--- config.mk ---
export PLATFORM = sky130hd
export DESIGN_NAME = alu_ctrl_mdu_flat
export DESIGN_NICKNAME = d
export VERILOG_FILES = /design/src/rtl/alu_pkg.sv /design/src/rtl/alu_ctrl_mdu_if.sv /design/src/rtl/mdu_iter.sv /design/src/rtl/alu_ctrl_mdu.sv /design/src/flat_wrapper.sv
export SDC_FILE = /design/constraint.sdc
export NUM_CORES = 1
export LEC_CHECK = 0
export ABC_AREA = 1
export CORE_MARGIN = 2
export CORE_UTILIZATION = 51
export CTS_CLUSTER_SIZE = 28
export DETAILED_ROUTE_END_ITERATION = 10
export GPL_TIMING_DRIVEN = 0
export PLACE_DENSITY = 0.7
export SYNTH_ARGS = -nofsm -noshare
export SYNTH_HDL_FRONTEND = slang
export SYNTH_SLANG_ARGS = --single-unit
export TNS_END_PERCENT = 10
--- constraint.sdc ---
create_clock -name clk -period 8.23 [get_ports clk]
set_input_delay 1.2345 -clock clk [delete_from_list [all_inputs] [get_ports clk]]
set_output_delay 1.2345 -clock clk [all_outputs]
set_load 0.01 [all_outputs]
--- src/rtl/alu_pkg.sv ---
// Shared constants for the execute-stage ALU control and M-extension sequencer:
// ALU control line encodings, ALUop classes, M funct3 codes, funct7 patterns
// and the sequencer state type.
package alu_pkg;

  // ALU control lines: arithmetic / logic
  localparam logic [3:0] ALU_ADD  = 4'b0000;
  localparam logic [3:0] ALU_SUB  = 4'b0001;
  localparam logic [3:0] ALU_SLL  = 4'b0010;
  localparam logic [3:0] ALU_XOR  = 4'b0011;
  localparam logic [3:0] ALU_SRL  = 4'b0100;
  localparam logic [3:0] ALU_SRA  = 4'b0101;
  localparam logic [3:0] ALU_OR   = 4'b0110;
  localparam logic [3:0] ALU_AND  = 4'b0111;
  localparam logic [3:0] ALU_SLT  = 4'b1110;
  localparam logic [3:0] ALU_SLTU = 4'b1111;

  // ALU control lines: branch compares
  localparam logic [3:0] ALU_BEQ  = 4'b1100;
  localparam logic [3:0] ALU_BNE  = 4'b1101;
  localparam logic [3:0] ALU_BLT  = 4'b1000;
  localparam logic [3:0] ALU_BGE  = 4'b1001;
  localparam logic [3:0] ALU_BLTU = 4'b1010;
  localparam logic [3:0] ALU_BGEU = 4'b1011;

  // ALUop classes from the decoder
  localparam logic [1:0] ALUOP_ITYPE  = 2'b00;
  localparam logic [1:0] ALUOP_MEM    = 2'b01;
  localparam logic [1:0] ALUOP_RTYPE  = 2'b10;
  localparam logic [1:0] ALUOP_BRANCH = 2'b11;

  // M-extension funct3 codes
  localparam logic [2:0] M_MUL    = 3'b000;
  localparam logic [2:0] M_MULH   = 3'b001;
  localparam logic [2:0] M_MULHSU = 3'b010;
  localparam logic [2:0] M_MULHU  = 3'b011;
  localparam logic [2:0] M_DIV    = 3'b100;
  localparam logic [2:0] M_DIVU   = 3'b101;
  localparam logic [2:0] M_REM    = 3'b110;
  localparam logic [2:0] M_REMU   = 3'b111;

  // funct7 patterns
  localparam logic [6:0] F7_BASE   = 7'b0000000;
  localparam logic [6:0] F7_ALT    = 7'b0100000;
  localparam logic [6:0] F7_MULDIV = 7'b0000001;

  // Multiply/divide sequencer states
  typedef enum logic [1:0] {
    S_IDLE = 2'd0,
    S_BUSY = 2'd1,
    S_DONE = 2'd2
  } mdu_state_e;

endpackage

--- src/rtl/alu_ctrl_mdu_if.sv ---
// EX-stage bundle between the ID/EX register and the ALU control / MDU block.
// The pipeline side is the master; the control block is the slave.
interface alu_ctrl_mdu_if #(
  parameter int XLEN = 32
);
  logic [1:0]      alu_op;
  logic [2:0]      funct3;
  logic [6:0]      funct7;
  logic            op_valid;
  logic            kill;
  logic [XLEN-1:0] rs1_val;
  logic [XLEN-1:0] rs2_val;
  logic [3:0]      alu_lines;
  logic            alu_illegal;
  logic            mdu_stall;
  logic            mdu_done;
  logic [XLEN-1:0] mdu_result;

  modport master (
    output alu_op, funct3, funct7, op_valid, kill, rs1_val, rs2_val,
    input  alu_lines, alu_illegal, mdu_stall, mdu_done, mdu_result
  );

  modport slave (
    input  alu_op, funct3, funct7, op_valid, kill, rs1_val, rs2_val,
    output alu_lines, alu_illegal, mdu_stall, mdu_done, mdu_result
  );
endinterface

--- src/rtl/mdu_iter.sv ---
// Iterative multiply/divide datapath: one shift-add or restoring-subtract step
// per cycle over XLEN cycles on magnitudes, with sign fix-up on the last step.
module mdu_iter
  import alu_pkg::*;
#(
  parameter int XLEN = 32
) (
  input  logic            clk,
  input  logic            rst,
  input  logic            start_i,
  input  logic            kill_i,
  input  logic [2:0]      op_i,
  input  logic [XLEN-1:0] rs1_i,
  input  logic [XLEN-1:0] rs2_i,
  output logic            last_o,
  output logic [XLEN-1:0] result_o
);

  localparam int CNT_W = $clog2(XLEN);

  logic                run_q;
  logic [CNT_W-1:0]    cnt_q;
  logic [2*XLEN-1:0]   acc_q;      // {hi, lo}: product, or {remainder, quotient}
  logic [XLEN-1:0]     opd_q;      // multiplicand or divisor magnitude
  logic [2:0]          op_q;
  logic                neg_res_q;  // negate product / quotient
  logic                neg_rem_q;  // negate remainder

  logic                sign_a;
  logic                sign_b;
  logic                a_neg;
  logic                b_neg;
  logic [XLEN-1:0]     mag_a;
  logic [XLEN-1:0]     mag_b;

  logic [XLEN-1:0]     hi;
  logic [XLEN-1:0]     lo;
  logic [XLEN:0]       mul_sum;
  logic [XLEN:0]       div_shift;
  logic [XLEN:0]       div_diff;
  logic                div_ge;
  logic [2*XLEN-1:0]   acc_next;
  logic [2*XLEN-1:0]   prod_fix;

  // Operand signedness by M operation
  // NOTE: every signal written in an always_comb gets a default first, so no path leaves it unassigned and infers a latch.
  always_comb begin
    sign_a = 1'b0;
    sign_b = 1'b0;
    case (op_i)
      M_MULH, M_DIV, M_REM: begin
        sign_a = 1'b1;
        sign_b = 1'b1;
      end
      M_MULHSU: sign_a = 1'b1;
      default: ;
    endcase
  end

  assign a_neg = sign_a & rs1_i[XLEN-1];
  assign b_neg = sign_b & rs2_i[XLEN-1];
  assign mag_a = a_neg ? -rs1_i : rs1_i;
  assign mag_b = b_neg ? -rs2_i : rs2_i;

  assign hi = acc_q[2*XLEN-1:XLEN];
  assign lo = acc_q[XLEN-1:0];

  // Multiply: add the multiplicand when the low multiplier bit is set, shift right.
  assign mul_sum = {1'b0, hi} + (lo[0] ? {1'b0, opd_q} : '0);

  // Divide: shift the next dividend bit into the remainder, keep the difference if it fits.
  assign div_shift = {hi, lo[XLEN-1]};
  assign div_diff  = div_shift - {1'b0, opd_q};
  assign div_ge    = ~div_diff[XLEN];

  assign acc_next = op_q[2]
                  ? {(div_ge ? div_diff[XLEN-1:0] : div_shift[XLEN-1:0]), lo[XLEN-2:0], div_ge}
                  : {mul_sum, lo[XLEN-1:1]};

  assign prod_fix = neg_res_q ? -acc_next : acc_next;

  // Sign-corrected result of the step being taken, used when it is the last one
  always_comb begin
    result_o = prod_fix[XLEN-1:0];
    case (op_q)
      M_MUL:                     result_o = prod_fix[XLEN-1:0];
      M_MULH, M_MULHSU, M_MULHU: result_o = prod_fix[2*XLEN-1:XLEN];
      M_DIV, M_DIVU:             result_o = neg_res_q ? -acc_next[XLEN-1:0] : acc_next[XLEN-1:0];
      M_REM, M_REMU:             result_o = neg_rem_q ? -acc_next[2*XLEN-1:XLEN]
                                                      : acc_next[2*XLEN-1:XLEN];
      default: ;
    endcase
  end

  assign last_o = run_q && (cnt_q == '0);

  // Operand latch at start, then one step per cycle until the count expires
  // NOTE: sequential state is assigned with <= so every register samples the pre-edge values of the others.
  // NOTE: the datapath registers are reset along with the control so the block powers up in a known, repeatable state.
  always_ff @(posedge clk) begin
    if (rst) begin
      run_q     <= 1'b0;
      cnt_q     <= '0;
      acc_q     <= '0;
      opd_q     <= '0;
      op_q      <= '0;
      neg_res_q <= 1'b0;
      neg_rem_q <= 1'b0;
    end else if (kill_i) begin
      run_q <= 1'b0;
    end else if (start_i) begin
      run_q     <= 1'b1;
      cnt_q     <= CNT_W'(XLEN - 1);
      op_q      <= op_i;
      neg_res_q <= a_neg ^ b_neg;
      neg_rem_q <= a_neg;
      if (op_i[2]) begin
        acc_q <= {{XLEN{1'b0}}, mag_a};
        opd_q <= mag_b;
      end else begin
        acc_q <= {{XLEN{1'b0}}, mag_b};
        opd_q <= mag_a;
      end
    end else if (run_q) begin
      acc_q <= acc_next;
      if (cnt_q == '0) begin
        run_q <= 1'b0;
      end else begin
        cnt_q <= cnt_q - CNT_W'(1);
      end
    end
  end

endmodule

--- src/rtl/alu_ctrl_mdu.sv ---
// Execute-stage control: ALUop/funct decode into ALU control lines, plus the
// RV32M/RV64M sequencer FSM with divide special cases and pipeline stall.
module alu_ctrl_mdu
  import alu_pkg::*;
#(
  parameter int XLEN = 32
) (
  input  logic           clk,
  input  logic           rst,
  alu_ctrl_mdu_if.slave  ex_if
);

  mdu_state_e      state_q, state_d;
  logic [XLEN-1:0] result_q, result_d;

  logic            m_req;
  logic            div_zero;
  logic            div_ovf;
  logic            special;
  logic [XLEN-1:0] special_val;
  logic            iter_start;
  logic            iter_last;
  logic [XLEN-1:0] iter_result;
  logic [3:0]      lines;
  logic            illegal;
  logic            stall;
  logic            done;

  assign m_req = ex_if.op_valid && (ex_if.alu_op == ALUOP_RTYPE) && (ex_if.funct7 == F7_MULDIV);

  // Divide by zero and signed overflow finish without iterating.
  assign div_zero = ex_if.funct3[2] && (ex_if.rs2_val == '0);
  assign div_ovf  = ((ex_if.funct3 == M_DIV) || (ex_if.funct3 == M_REM))
                 && (ex_if.rs1_val == {1'b1, {(XLEN-1){1'b0}}})
                 && (ex_if.rs2_val == '1);
  assign special  = div_zero || div_ovf;

  // funct3[1] separates remainder from quotient results
  assign special_val = div_zero ? (ex_if.funct3[1] ? ex_if.rs1_val : '1)
                                : (ex_if.funct3[1] ? '0 : ex_if.rs1_val);

  assign iter_start = (state_q == S_IDLE) && m_req && !ex_if.kill && !special;

  mdu_iter #(.XLEN(XLEN)) u_iter (
    .clk      (clk),
    .rst      (rst),
    .start_i  (iter_start),
    .kill_i   (ex_if.kill),
    .op_i     (ex_if.funct3),
    .rs1_i    (ex_if.rs1_val),
    .rs2_i    (ex_if.rs2_val),
    .last_o   (iter_last),
    .result_o (iter_result)
  );

  // ALU control line decode; an M request or undefined combination yields 0000
  always_comb begin
    lines   = ALU_ADD;
    illegal = 1'b0;
    if (!m_req) begin
      case (ex_if.alu_op)
        ALUOP_ITYPE: begin
          case (ex_if.funct3)
            3'b000: lines = ALU_ADD;
            3'b001: lines = ALU_SLL;
            3'b010: lines = ALU_SLT;
            3'b011: lines = ALU_SLTU;
            3'b100: lines = ALU_XOR;
            3'b101: lines = (ex_if.funct7[5] == F7_ALT[5]) ? ALU_SRA : ALU_SRL;
            3'b110: lines = ALU_OR;
            default: lines = ALU_AND;
          endcase
        end
        ALUOP_MEM: lines = ALU_ADD;
        ALUOP_RTYPE: begin
          case ({ex_if.funct3, ex_if.funct7[5]})
            4'b000_0: lines = ALU_ADD;
            4'b000_1: lines = ALU_SUB;
            4'b001_0: lines = ALU_SLL;
            4'b010_0: lines = ALU_SLT;
            4'b011_0: lines = ALU_SLTU;
            4'b100_0: lines = ALU_XOR;
            4'b101_0: lines = ALU_SRL;
            4'b101_1: lines = ALU_SRA;
            4'b110_0: lines = ALU_OR;
            4'b111_0: lines = ALU_AND;
            default:  illegal = 1'b1;
          endcase
        end
        default: begin
          case (ex_if.funct3)
            3'b000:  lines = ALU_BEQ;
            3'b001:  lines = ALU_BNE;
            3'b100:  lines = ALU_BLT;
            3'b101:  lines = ALU_BGE;
            3'b110:  lines = ALU_BLTU;
            3'b111:  lines = ALU_BGEU;
            default: illegal = 1'b1;
          endcase
        end
      endcase
    end
  end

  // Sequencer next state, result capture, stall and done
  always_comb begin
    state_d  = state_q;
    result_d = result_q;
    stall    = 1'b0;
    done     = 1'b0;
    case (state_q)
      S_IDLE: begin
        if (m_req && !ex_if.kill) begin
          stall = 1'b1;
          if (special) begin
            state_d  = S_DONE;
            result_d = special_val;
          end else begin
            state_d = S_BUSY;
          end
        end
      end
      S_BUSY: begin
        stall = 1'b1;
        if (ex_if.kill) begin
          state_d = S_IDLE;
        end else if (iter_last) begin
          state_d  = S_DONE;
          result_d = iter_result;
        end
      end
      S_DONE: begin
        // The instruction that was just served is still in EX; m_req is ignored here.
        done    = !ex_if.kill;
        state_d = S_IDLE;
      end
      default: state_d = S_IDLE;
    endcase
    if (ex_if.kill) begin
      stall = 1'b0;
    end
  end

  // State and result registers
  always_ff @(posedge clk) begin
    if (rst) begin
      state_q  <= S_IDLE;
      result_q <= '0;
    end else begin
      state_q  <= state_d;
      result_q <= result_d;
    end
  end

  assign ex_if.alu_lines   = lines;
  assign ex_if.alu_illegal = illegal;
  assign ex_if.mdu_stall   = stall;
  assign ex_if.mdu_done    = done;
  assign ex_if.mdu_result  = result_q;

endmodule

--- src/flat_wrapper.sv ---
// flat-port wrapper written by rule: the top's interface ports become plain ports
module alu_ctrl_mdu_flat import alu_pkg::*;
#(
  parameter int XLEN = 32
)
  (clk, rst, ex_if_alu_op, ex_if_funct3, ex_if_funct7, ex_if_op_valid, ex_if_kill, ex_if_rs1_val, ex_if_rs2_val, ex_if_alu_lines, ex_if_alu_illegal, ex_if_mdu_stall, ex_if_mdu_done, ex_if_mdu_result);
  alu_ctrl_mdu_if #(.XLEN(XLEN)) ex_if_i ();
  input  logic clk;
  input  logic rst;
  input wire logic [$bits(ex_if_i.alu_op)-1:0] ex_if_alu_op;
  input wire logic [$bits(ex_if_i.funct3)-1:0] ex_if_funct3;
  input wire logic [$bits(ex_if_i.funct7)-1:0] ex_if_funct7;
  input wire logic [$bits(ex_if_i.op_valid)-1:0] ex_if_op_valid;
  input wire logic [$bits(ex_if_i.kill)-1:0] ex_if_kill;
  input wire logic [$bits(ex_if_i.rs1_val)-1:0] ex_if_rs1_val;
  input wire logic [$bits(ex_if_i.rs2_val)-1:0] ex_if_rs2_val;
  output wire logic [$bits(ex_if_i.alu_lines)-1:0] ex_if_alu_lines;
  output wire logic [$bits(ex_if_i.alu_illegal)-1:0] ex_if_alu_illegal;
  output wire logic [$bits(ex_if_i.mdu_stall)-1:0] ex_if_mdu_stall;
  output wire logic [$bits(ex_if_i.mdu_done)-1:0] ex_if_mdu_done;
  output wire logic [$bits(ex_if_i.mdu_result)-1:0] ex_if_mdu_result;
  assign ex_if_i.alu_op = ex_if_alu_op;
  assign ex_if_i.funct3 = ex_if_funct3;
  assign ex_if_i.funct7 = ex_if_funct7;
  assign ex_if_i.op_valid = ex_if_op_valid;
  assign ex_if_i.kill = ex_if_kill;
  assign ex_if_i.rs1_val = ex_if_rs1_val;
  assign ex_if_i.rs2_val = ex_if_rs2_val;
  assign ex_if_alu_lines = ex_if_i.alu_lines;
  assign ex_if_alu_illegal = ex_if_i.alu_illegal;
  assign ex_if_mdu_stall = ex_if_i.mdu_stall;
  assign ex_if_mdu_done = ex_if_i.mdu_done;
  assign ex_if_mdu_result = ex_if_i.mdu_result;
  alu_ctrl_mdu #(.XLEN(XLEN)) u_core (.clk(clk), .rst(rst), .ex_if(ex_if_i));
endmodule
# Word-level counts from Yosys, hierarchy flattened
# Cells that the tools add are included.
# op_classes
shifts,0
eq_ne,36
reduce_logical,37
muxes,48
add_sub_neg,8
multipliers,0
n_div,0
order_cmp,0
n_bitwise,5
# op_table
op,count
$mux W32,15
$mux W64,4
$neg A32 Y32,4
$pmux W32 S4,1
$eq A32 B32 Y1 const B,2
$neg A64 Y64,1
$pmux W32 S2,1
$pmux W4 S9,1
$add A32 B32 Y33,1
$sub A33 B32 Y33,1
$logic_not A32 Y1,1
$pmux W4 S7,1
$eq A3 B3 Y1 const B,8
$pmux W4 S6,1
$eq A4 B4 Y1 const B,5
$mux W5,3
$eq A3 B2 Y1 const B,4
$mux W1,12
$pmux W4 S3,1
$logic_and A1 B1 Y1,10
$reduce_or A10 Y1,1
$eq A4 B3 Y1 const B,2
$mux W2,4
$reduce_or A2 Y1,4
other kinds (29),46
# totals
wordCells,143
latch_bits,0
rom_bits,0
in_bits,80
n_memories,0
ramBits,0
output_inout_bits,39
register_bits,141

# Longest topological paths before layout
# Gate-level depths: netlist of the first run.
# logic_depth
ltp_word,9
mapped_depth,34
depth_no_buf,34

# Modules after synthesis
# A second synthesis of the first run with hierarchy kept.
# hier_totals
cells_unflattened,3535
hier_area_um2,18786.8
# modules_own_cells
module,cells_per_inst,n_inst,area_each_um2,seq_area_each_um2
mdu_iter,2941,1,15857.7,2142.1
alu_ctrl_mdu,594,1,2929.1,680.7

# Worst setup path before layout of the first run
# No wires, ideal clock.
# synth_timing
path_kind,register -> register
startpoint,reg u_core.u_iter.acc_q[31]
endpoint,"reg u_core.result_q[26], in the netlist u_core.ex_if.mdu_result[26]"
stages_incl_launch_ff,35
path_slack_ns,4.388
setup_time_ns,0.132
arrival_time_ns,3.710
cell_sequence,dfxtp_1 > inv_1 > ha_1 > fa_1 > inv_1 > nand2_1 > nand2_1 > nand3_1 > nand2_2 > nand2_2 > nand2_4 > nand2_4 > nand2_4 > nand2_4 > nand3_2 > nand2_2 > inv_1 > ha_1 > nand2_1 > inv_1 > nand4_1 > nor4_4 > nand4_2 > nor2_2 > nand3_2 > clkinv_1 > nand3_2 > o21ai_2 > nand2_1 > nand2_1 > nand2_1 > nand2_1 > nand3_1 > nand2_1 > a21oi_1
# synth_between
elab_chain_len,9
elab_cells_between_ends,14
classes_between,add/sub: 4; mux: 9; bitwise: 1
# synth_lines
element,line_no,text
start: declaration,mdu_iter.sv:23,logic [2*XLEN-1:0] acc_q;
start signal: assignment,mdu_iter.sv:118,"acc_q <= {{XLEN{1'b0}}, mag_a};"
start signal: assignment,mdu_iter.sv:121,"acc_q <= {{XLEN{1'b0}}, mag_b};"
start signal: assignment,mdu_iter.sv:125,acc_q <= acc_next;
$sub A33 B32 Y33,mdu_iter.sv:73,"assign div_diff = div_shift - {1'b0, opd_q};"
$mux W32 / $not A1 Y1 (equally long branches),"mdu_iter.sv:77, mdu_iter.sv:74",
$mux W64 *,mdu_iter.sv:77,"? {(div_ge ? div_diff[XLEN-1:0] : div_shift[XLEN-1:0]), lo[XLEN-2:0], div_ge}"
"$neg A64 Y64, or another cell as far along",mdu_iter.sv:80,assign prod_fix = neg_res_q ? -acc_next : acc_next;
"$mux W64, or another cell as far along",mdu_iter.sv:80,
$pmux W32 S4 *,mdu_iter.sv:85,case (op_q)
$mux W32 *,alu_ctrl_mdu.sv:127,end else if (iter_last) begin
$mux W32 *,alu_ctrl_mdu.sv:125,if (ex_if.kill) begin
$pmux W32 S2 *,alu_ctrl_mdu.sv:111,case (state_q)
end signal: assignment,alu_ctrl_mdu.sv:151,result_q <= result_d;
end: declaration,alu_ctrl_mdu.sv:14,"logic [XLEN-1:0] result_q, result_d;"
# Every way passes the cells marked *; elsewhere a longest branch is shown, timed or not. The select of a mux whose other input is x is not followed.
# A chain may end at the register's enable or synchronous reset.

# Final worst setup path of the first run
# layout_timing
startpoint,in ex_if_funct3[2]
endpoint,out ex_if_alu_lines[1]
# layout_between
elab_chain_len,4
elab_cells_between_ends,22
classes_between,eq/ne: 16; mux: 5; reduce/logical: 1
# layout_lines
element,line_no,text
start: declaration,flat_wrapper.sv:11,input wire logic [$bits(ex_if_i.funct3)-1:0] ex_if_funct3;
"$eq A4 B4 Y1, or another cell as far along",alu_ctrl_mdu.sv:76,"case ({ex_if.funct3, ex_if.funct7[5]})"
"$pmux W4 S9, or another cell as far along",alu_ctrl_mdu.sv:76,
$pmux W4 S3 *,alu_ctrl_mdu.sv:61,case (ex_if.alu_op)
$mux W4 *,alu_ctrl_mdu.sv:60,if (!m_req) begin
end: declaration,flat_wrapper.sv:17,output wire logic [$bits(ex_if_i.alu_lines)-1:0] ex_if_alu_lines;
# Every way passes the cells marked *; elsewhere a longest branch is shown, timed or not.

==> impl_metrics.yaml, run 1 <==
outcome:
  status: "finished clean"
synth:
  synth_cell_types: 60
  ys_warn_count: 0
  ys_async_sr_fraction: 0
  synth-seq-cells: 141
  synth_seq_area_share: 0.159
  syn_nets: 3374
  synthFlopType: "dfxtp_1"
  syn_avg_cell_area_um2: 5.52
  syn_inst: 3221
  synth_edf_count: 0
  synthesis.area_um2: 17800
setup_path:
  cp.required_ns: 7.00
  start_kind: "input port"
  crit_family: "buffers and inverters"
  timing.rr.start: "u_core.u_iter.opd_q[27]$_SDFFE_PP0P_"
  regToRegSetupSlack_ns: 2.90
  reg2reg_to: "u_core.ex_if.mdu_result[12]$_SDFFE_PP0P_"
  crit_type: "input port to output port"
  r2r_cells: 27
  crit_fanout: 10
  cp-end-kind: "output port"
  arrival_ns: 4.15
  slowest_stage: "clkdlybuf4s50_1"
  cp_cell_sequence: "clkdlybuf4s50_1 > clkbuf_1 > clkbuf_1 > clkbuf_1 > a21oi_1 > nor3_1 > clkdlybuf4s50_1"
  crit_path_frequent_cell: "clkbuf_1"
  slowest_delay_ns: 0.58
  cp.buffers_inverters: 5
power_and_ir_drop:
  pwr-share-comb: 0.147
  netSwitchingFraction: 0.325
  total_power_w: 0.00178
  peakVddDrop_mv: 0.149
  power.density_nw_per_um2: 88.6
  p_int_w: 0.00120
  pwr-share-seq: 0.382
  p_leak_nw: 9.90
  power_switching_w: 0.000579
  pwr-share-clk: 0.471
clock_tree:
  cts_root_buf: "clkbuf_16"
  post_cts_resized: 0
  clk_pin_slew_ns: 0.07
  cts_buffers: 17
  cts.sinks: 141
  worstSkewPairLatency_ns: 0.46
  cts_setup_buffers: 0
  clk_path_buf_depth: 2
  ctsHoldBuffers: 0
  cts_max_level: 4
  tritoncts: "done"
route:
  wl_met2_um: 35300
  drc_errors: 0
  wl_met1_um: 32200
  ant_nets: 0
  routed_wirelength_um: 84400
  dr_wl_met3_um: 9900
  vias: 23102
  drtIter0Drc: 3172
  viasPerCell: 6.04
  wl_per_cell_um: 22.1
  top_layer: "met5"
  drtPass1Iterations: 8
sta:
  fin_worst_skew_ns: 0.0166
  maxSlewViolCount: 0
  post-route-min-period_ns: 5.39
  finalHoldViolations: 0
  min_period_over_period: 0.655
  timing.fmax_ghz: 0.186
  fin_ws_ns: 2.84
  setup_viol: 0
  fin_tns_setup_ns: 0
  slew_headroom: 0.230
  rsz0062_at_grt: "no"
  tightest_slew_ns: 1.14
die:
  die_h_um: 191
  core_um2: 34500
  die_x_um: 191
  ios: 119
  fp-row-count: 68
  start_util: 0.516
  die_area_um2: 36400
place:
  dp_slack_ns: 2.65
  gp_congestion: 1.15
  port_buffers: 115
  dp_hpwl_um: 69300
  dp_cells: 3791
min_path:
  hold_start: "u_core.ex_if.mdu_result[21]$_SDFFE_PP0P_"
  whs_endpoint: "u_core.ex_if.mdu_result[21]$_SDFFE_PP0P_"
  worst_hold_path.num_cells: 2
  hp-class: "register to register"
global_routing:
  gr-total-overflow: 0
  grt_pass1_wl_um: 125000
  grt_usage: 0.456
  antenna_found_initial: 6
  grt_max_degree: 18
  grt_pass1_vias: 21229
cells_and_area:
  fin_nets: 3508
  antenna_cells: 0
  area_growth_pct: 13.2
  finalNonFillerCells: 3823
  most-common-layout-cells: "nand2_1 (984), inv_1 (421), nor2_1 (292), nand3_1 (232), a21oi_1 (217)"
  layout-drive-gt1-share: 0.0576
  final_common_cell: "nand2_1"
run:
  cap_viol_max_count: 0
==> kinds of logic (layout without fill, tap and decap cells) <==
group / count (synthesis) / count (layout) / share of synthesized area
fa+ha+maj: 73 / 73 / 0.0522
flops: 141 / 141 / 0.159
simple gates: 1747 / 1747 / 0.424
xor+xnor: 110 / 110 / 0.0542
mux: 3 / 3 / 0.00169
buf+inv: 569 / 716 / 0.124
compound gates: 578 / 578 / 0.185
==> synth_stat cells (all sizes together), types with 15 or more instances <==
cell type / n / area (um2)
nor4: 15 / 109
o21bai: 16 / 120
a21oi: 223 / 1150
dfxtp: 141 / 2820
xor2: 76 / 666
a31oi: 49 / 307
o21ai: 204 / 1050
nand3: 243 / 1270
nor2: 318 / 1280
ha: 71 / 888
o211ai: 25 / 188
clkbuf: 86 / 323
nand3b: 19 / 143
inv: 445 / 1670
buf: 32 / 198
nand4: 45 / 288
nand2: 1035 / 4050
nor3: 54 / 280
xnor2: 34 / 298
==> how the worst max path moves through the flow <==
| stage | from | endpoint | slack [ns] | cells past startpoint |
|---|---|---|---|---|
| after floorplan | u_core.u_iter.acc_q[31]$_SDFFE_PP0P_ | u_core.ex_if.mdu_result[26]$_SDFFE_PP0P_ | 4.39 | 34 |
| after global placement | ex_if_rs1_val[0] | u_core.u_iter.acc_q[36]$_SDFFE_PP0P_ | 2.76 | 17 |
| after detailed placement | ex_if_rs1_val[0] | u_core.u_iter.acc_q[34]$_SDFFE_PP0P_ | 2.65 | 17 |
| after CTS | ex_if_funct3[2] | ex_if_alu_lines[1] | 2.88 | 7 |
| after global routing | ex_if_funct3[2] | ex_if_alu_lines[1] | 2.63 | 7 |
| final | ex_if_funct3[2] | ex_if_alu_lines[1] | 2.84 | 7 |
==> registers in the layout (all words and copies together), names as in the netlist, 2 cells and up <==
register and count:
u_core.u_iter.acc_q 64, u_core.u_iter.opd_q 32, u_core.state_q 2, u_core.u_iter.op_q 3, u_core.ex_if.mdu_result 32, u_core.u_iter.cnt_q 5
==> power by group through the flow <==
| stage | Sequential [W] | Combinational (W) | Clock (W) |
|---|---|---|---|
| after global placement | 0.000698 | 0.000245 | 0 |
| final | 0.000682 | 0.000262 | 0.000840 |
| after global routing | 0.000682 | 0.000270 | 0.000867 |
| after CTS | 0.000682 | 0.000248 | 0.000828 |
| after detailed placement | 0.000698 | 0.000247 | 0 |
| after floorplan | 0.000698 | 0.000116 | 0 |
==> worst min-delay path, cell delays in order, from the launching register on <==
cell and delay, ns:
dfxtp_1 0.31, nand2_1 0.06, a21oi_1 0.06
==> cell type report <==
cell class	instances	area [um2]
fillers	3598	14300
multi-input cells	2511	12800
flip-flops and latches	141	2820
inverters	451	1690
repair buffers	115	1150
well taps	455	569
plain buffers	118	520
clock buffers	17	425
clock inverters	15	198
==> per-stage QoR <==
step | utilization | cell area, um2 | hold WS [ns]
after CTS | 0.584 | 20100 | 0.471
after global routing | 0.584 | 20100 | 0.481
final | 0.584 | 20100 | 0.472
after floorplan | - | 17800 | 0.445
after detailed placement | 0.566 | 19500 | 0.461
after global placement | 0.566 | 19500 | 0.455
==> layer usage <==
layer / up-vias / global-route usage
li1: 10724 / -
met1: 10494 / 0.563
met2: 1549 / 0.696
met3: 331 / 0.101
met4: 4 / 0.338
met5: - / 0
Power figures use the tool's default switching activity.
==> run 2, diff against run 1 <==
--- a/config.mk
+++ b/config.mk
@@ -11,7 +11,7 @@
 export CTS_CLUSTER_SIZE = 28
 export DETAILED_ROUTE_END_ITERATION = 10
 export GPL_TIMING_DRIVEN = 0
-export PLACE_DENSITY = 0.7
+export PLACE_DENSITY = 0.73
 export SYNTH_ARGS = -nofsm -noshare
 export SYNTH_HDL_FRONTEND = slang
 export SYNTH_SLANG_ARGS = --single-unit
==> constraint.sdc (replaced) <==
create_clock -name clk -period 4.65 [get_ports clk]
set_input_delay 0.6975 -clock clk [delete_from_list [all_inputs] [get_ports clk]]
set_output_delay 0.6975 -clock clk [all_outputs]
set_load 0.01 [all_outputs]
==> impl_metrics.yaml, run 2 (synthesized netlist as in run 1, its figures left out) <==
route:
  routed_wirelength_um: 85300
  viasPerCell: 6.08
  wl_per_cell_um: 22.2
  drc_errors: 0
  drtPass1Iterations: 7
  vias: 23292
  drtIter0Drc: 3274
  ant_nets: 0
sta:
  rsz0062_at_grt: "yes"
  fin_ws_ns: 0.0473
  min_period_over_period: 0.990
  fin_worst_skew_ns: 0.0150
  post-route-min-period_ns: 4.60
  setup_viol: 0
  finalHoldViolations: 0
  timing.fmax_ghz: 0.217
  maxSlewViolCount: 0
  slew_headroom: 0.247
  tightest_slew_ns: 1.13
cells_and_area:
  finalNonFillerCells: 3834
  fill_cells: 3605
  layout-drive-gt1-share: 0.0714
  most-common-layout-cells: "nand2_1 (981), inv_1 (420), nor2_1 (291), nand3_1 (228), a21oi_1 (214)"
  fin_nets: 3517
  area_growth_pct: 14.6
  final_common_cell: "nand2_1"
  largest-register: "u_core.u_iter.acc_q"
  fin_area_um2: 20400
  multiInputGateArea_um2: 12900
  regArea_um2: 2840
  largest_reg_flops: 64
die:
  ios: 119
  die_area_um2: 36400
  fp-row-count: 68
  die_h_um: 191
  start_util: 0.516
  core_um2: 34500
  die_x_um: 191
min_path:
  whs_endpoint: "u_core.ex_if.mdu_result[19]$_SDFFE_PP0P_"
  worst_hold_path.num_cells: 2
  hold_start: "u_core.ex_if.mdu_result[19]$_SDFFE_PP0P_"
  hp-class: "register to register"
clock_tree:
  cts_buffers: 17
  clk_pin_slew_ns: 0.07
  clk_path_buf_depth: 2
  cts.sinks: 141
  worstSkewPairLatency_ns: 0.47
  cts_root_buf: "clkbuf_16"
  tritoncts: "done"
  ctsHoldBuffers: 0
  cts_max_level: 4
setup_path:
  r2r_cells: 29
  timing.rr.start: "u_core.u_iter.acc_q[31]$_SDFFE_PP0P_"
  crit_fanout: 10
  arrival_ns: 5.00
  cp.required_ns: 5.04
  regToRegSetupSlack_ns: 0.12
  start_kind: "input port"
  crit_type: "input port to register"
  cp-end-kind: "register"
  reg2reg_to: "u_core.ex_if.mdu_result[28]$_SDFFE_PP0P_"
run:
  cap_viol_max_count: 0
global_routing:
  grt_pass1_wl_um: 125000
  grt_usage: 0.461
  use_met1: 0.566
  gr-total-overflow: 0
  antenna_found_initial: 1
  grt_max_degree: 17
  top_usage_layer: "met2"
  grt.met3_usage: 0.114
  grt_pass1_vias: 21155
  gr-usage-met2: 0.695
outcome:
  status: "finished clean"
power_and_ir_drop:
  power.density_nw_per_um2: 156
  p_leak_nw: 10.0
  peakVddDrop_mv: 0.255
place:
  dp_cells: 3791
  gp_congestion: 1.11
  dp_slack_ns: -0.357
  port_buffers: 115
  dp_hpwl_um: 70000
  place_area_um2: 19500
==> run 2: timing repair <==
item	CTS	global route
gates resized for setup	10	53
endpoints found under the setup margin	15	85
cloned	0	0
pin swaps	4	6
hold endpoints to repair	0	0
buffers inserted	5	4
==> run 2: final cells by class <==
cell class / count / share of cell area
multi-input combinational: 2511 / 0.633
sequential: 141 / 0.139
inverter: 451 / 0.0833
timing repair buffer: 124 / 0.0598
tap: 455 / 0.0279
buffer: 118 / 0.0261
clock buffer: 17 / 0.0209
clock inverter: 15 / 0.00933
antenna: 2 / 0.000246
==> run 2: how the worst max path moves through the flow <==
| stage | end | slack (ns) | from |
|---|---|---|---|
| global placement | u_core.ex_if.mdu_result[26]$_SDFFE_PP0P_ | -0.31 | u_core.u_iter.acc_q[31]$_SDFFE_PP0P_ |
| floorplan | u_core.ex_if.mdu_result[26]$_SDFFE_PP0P_ | 0.81 | u_core.u_iter.acc_q[31]$_SDFFE_PP0P_ |
| detailed placement | u_core.ex_if.mdu_result[26]$_SDFFE_PP0P_ | -0.36 | u_core.u_iter.acc_q[31]$_SDFFE_PP0P_ |
| global route | u_core.u_iter.acc_q[24]$_SDFFE_PP0P_ | -0.08 | ex_if_rs1_val[0] |
| CTS | u_core.ex_if.mdu_result[16]$_SDFFE_PP0P_ | 0.0002 | u_core.u_iter.acc_q[31]$_SDFFE_PP0P_ |
| finish | u_core.u_iter.opd_q[0]$_SDFFE_PP0P_ | 0.05 | ex_if_rs1_val[0] |
==> run 2: where the power goes <==
part | switching, W | internal [W] | leakage [nW]
clock network | 0.000682 | 0.000820 | 0.299
registers | 0.000000507 | 0.00121 | 1.14
logic | 0.000323 | 0.000148 | 8.56
==> run 2: worst max-delay path, stage by stage <==
cell	delay [ns]
clkdlybuf4s50_1	0.77
inv_2	0.12
ha_1	0.25
nand3_1	0.11
nor3_1	0.07
nor3b_4	0.19
nand4_1	0.12
nor4_2	0.06
nand3_1	0.09
nand3_1	0.18
nor3_2	0.63
nand2_1	0.49
inv_2	0.25
clkbuf_1	0.54
nand2_1	0.21
a31oi_1	0.20
==> run 2: routing by layer <==
| metal | wire length [um] | vias up |
|---|---|---|
| li1 | - | 10733 |
| met3 | 10100 | 386 |
| met5 | 0 | - |
| met1 | 32600 | 10645 |
| met2 | 35400 | 1528 |
| met4 | 7270 | 0 |
==> run 2: through the flow <==
step,utilization,setup TNS (ns),power (W),hold slack (ns)
floorplan,-,0,0.00144,0.445
global placement,0.566,-9.68,0.00167,0.452
detailed placement,0.566,-11.40,0.00168,0.455
CTS,0.586,0,0.00314,0.465
global route,0.591,-0.0925,0.00323,0.479
finish,0.592,0,0.00318,0.464
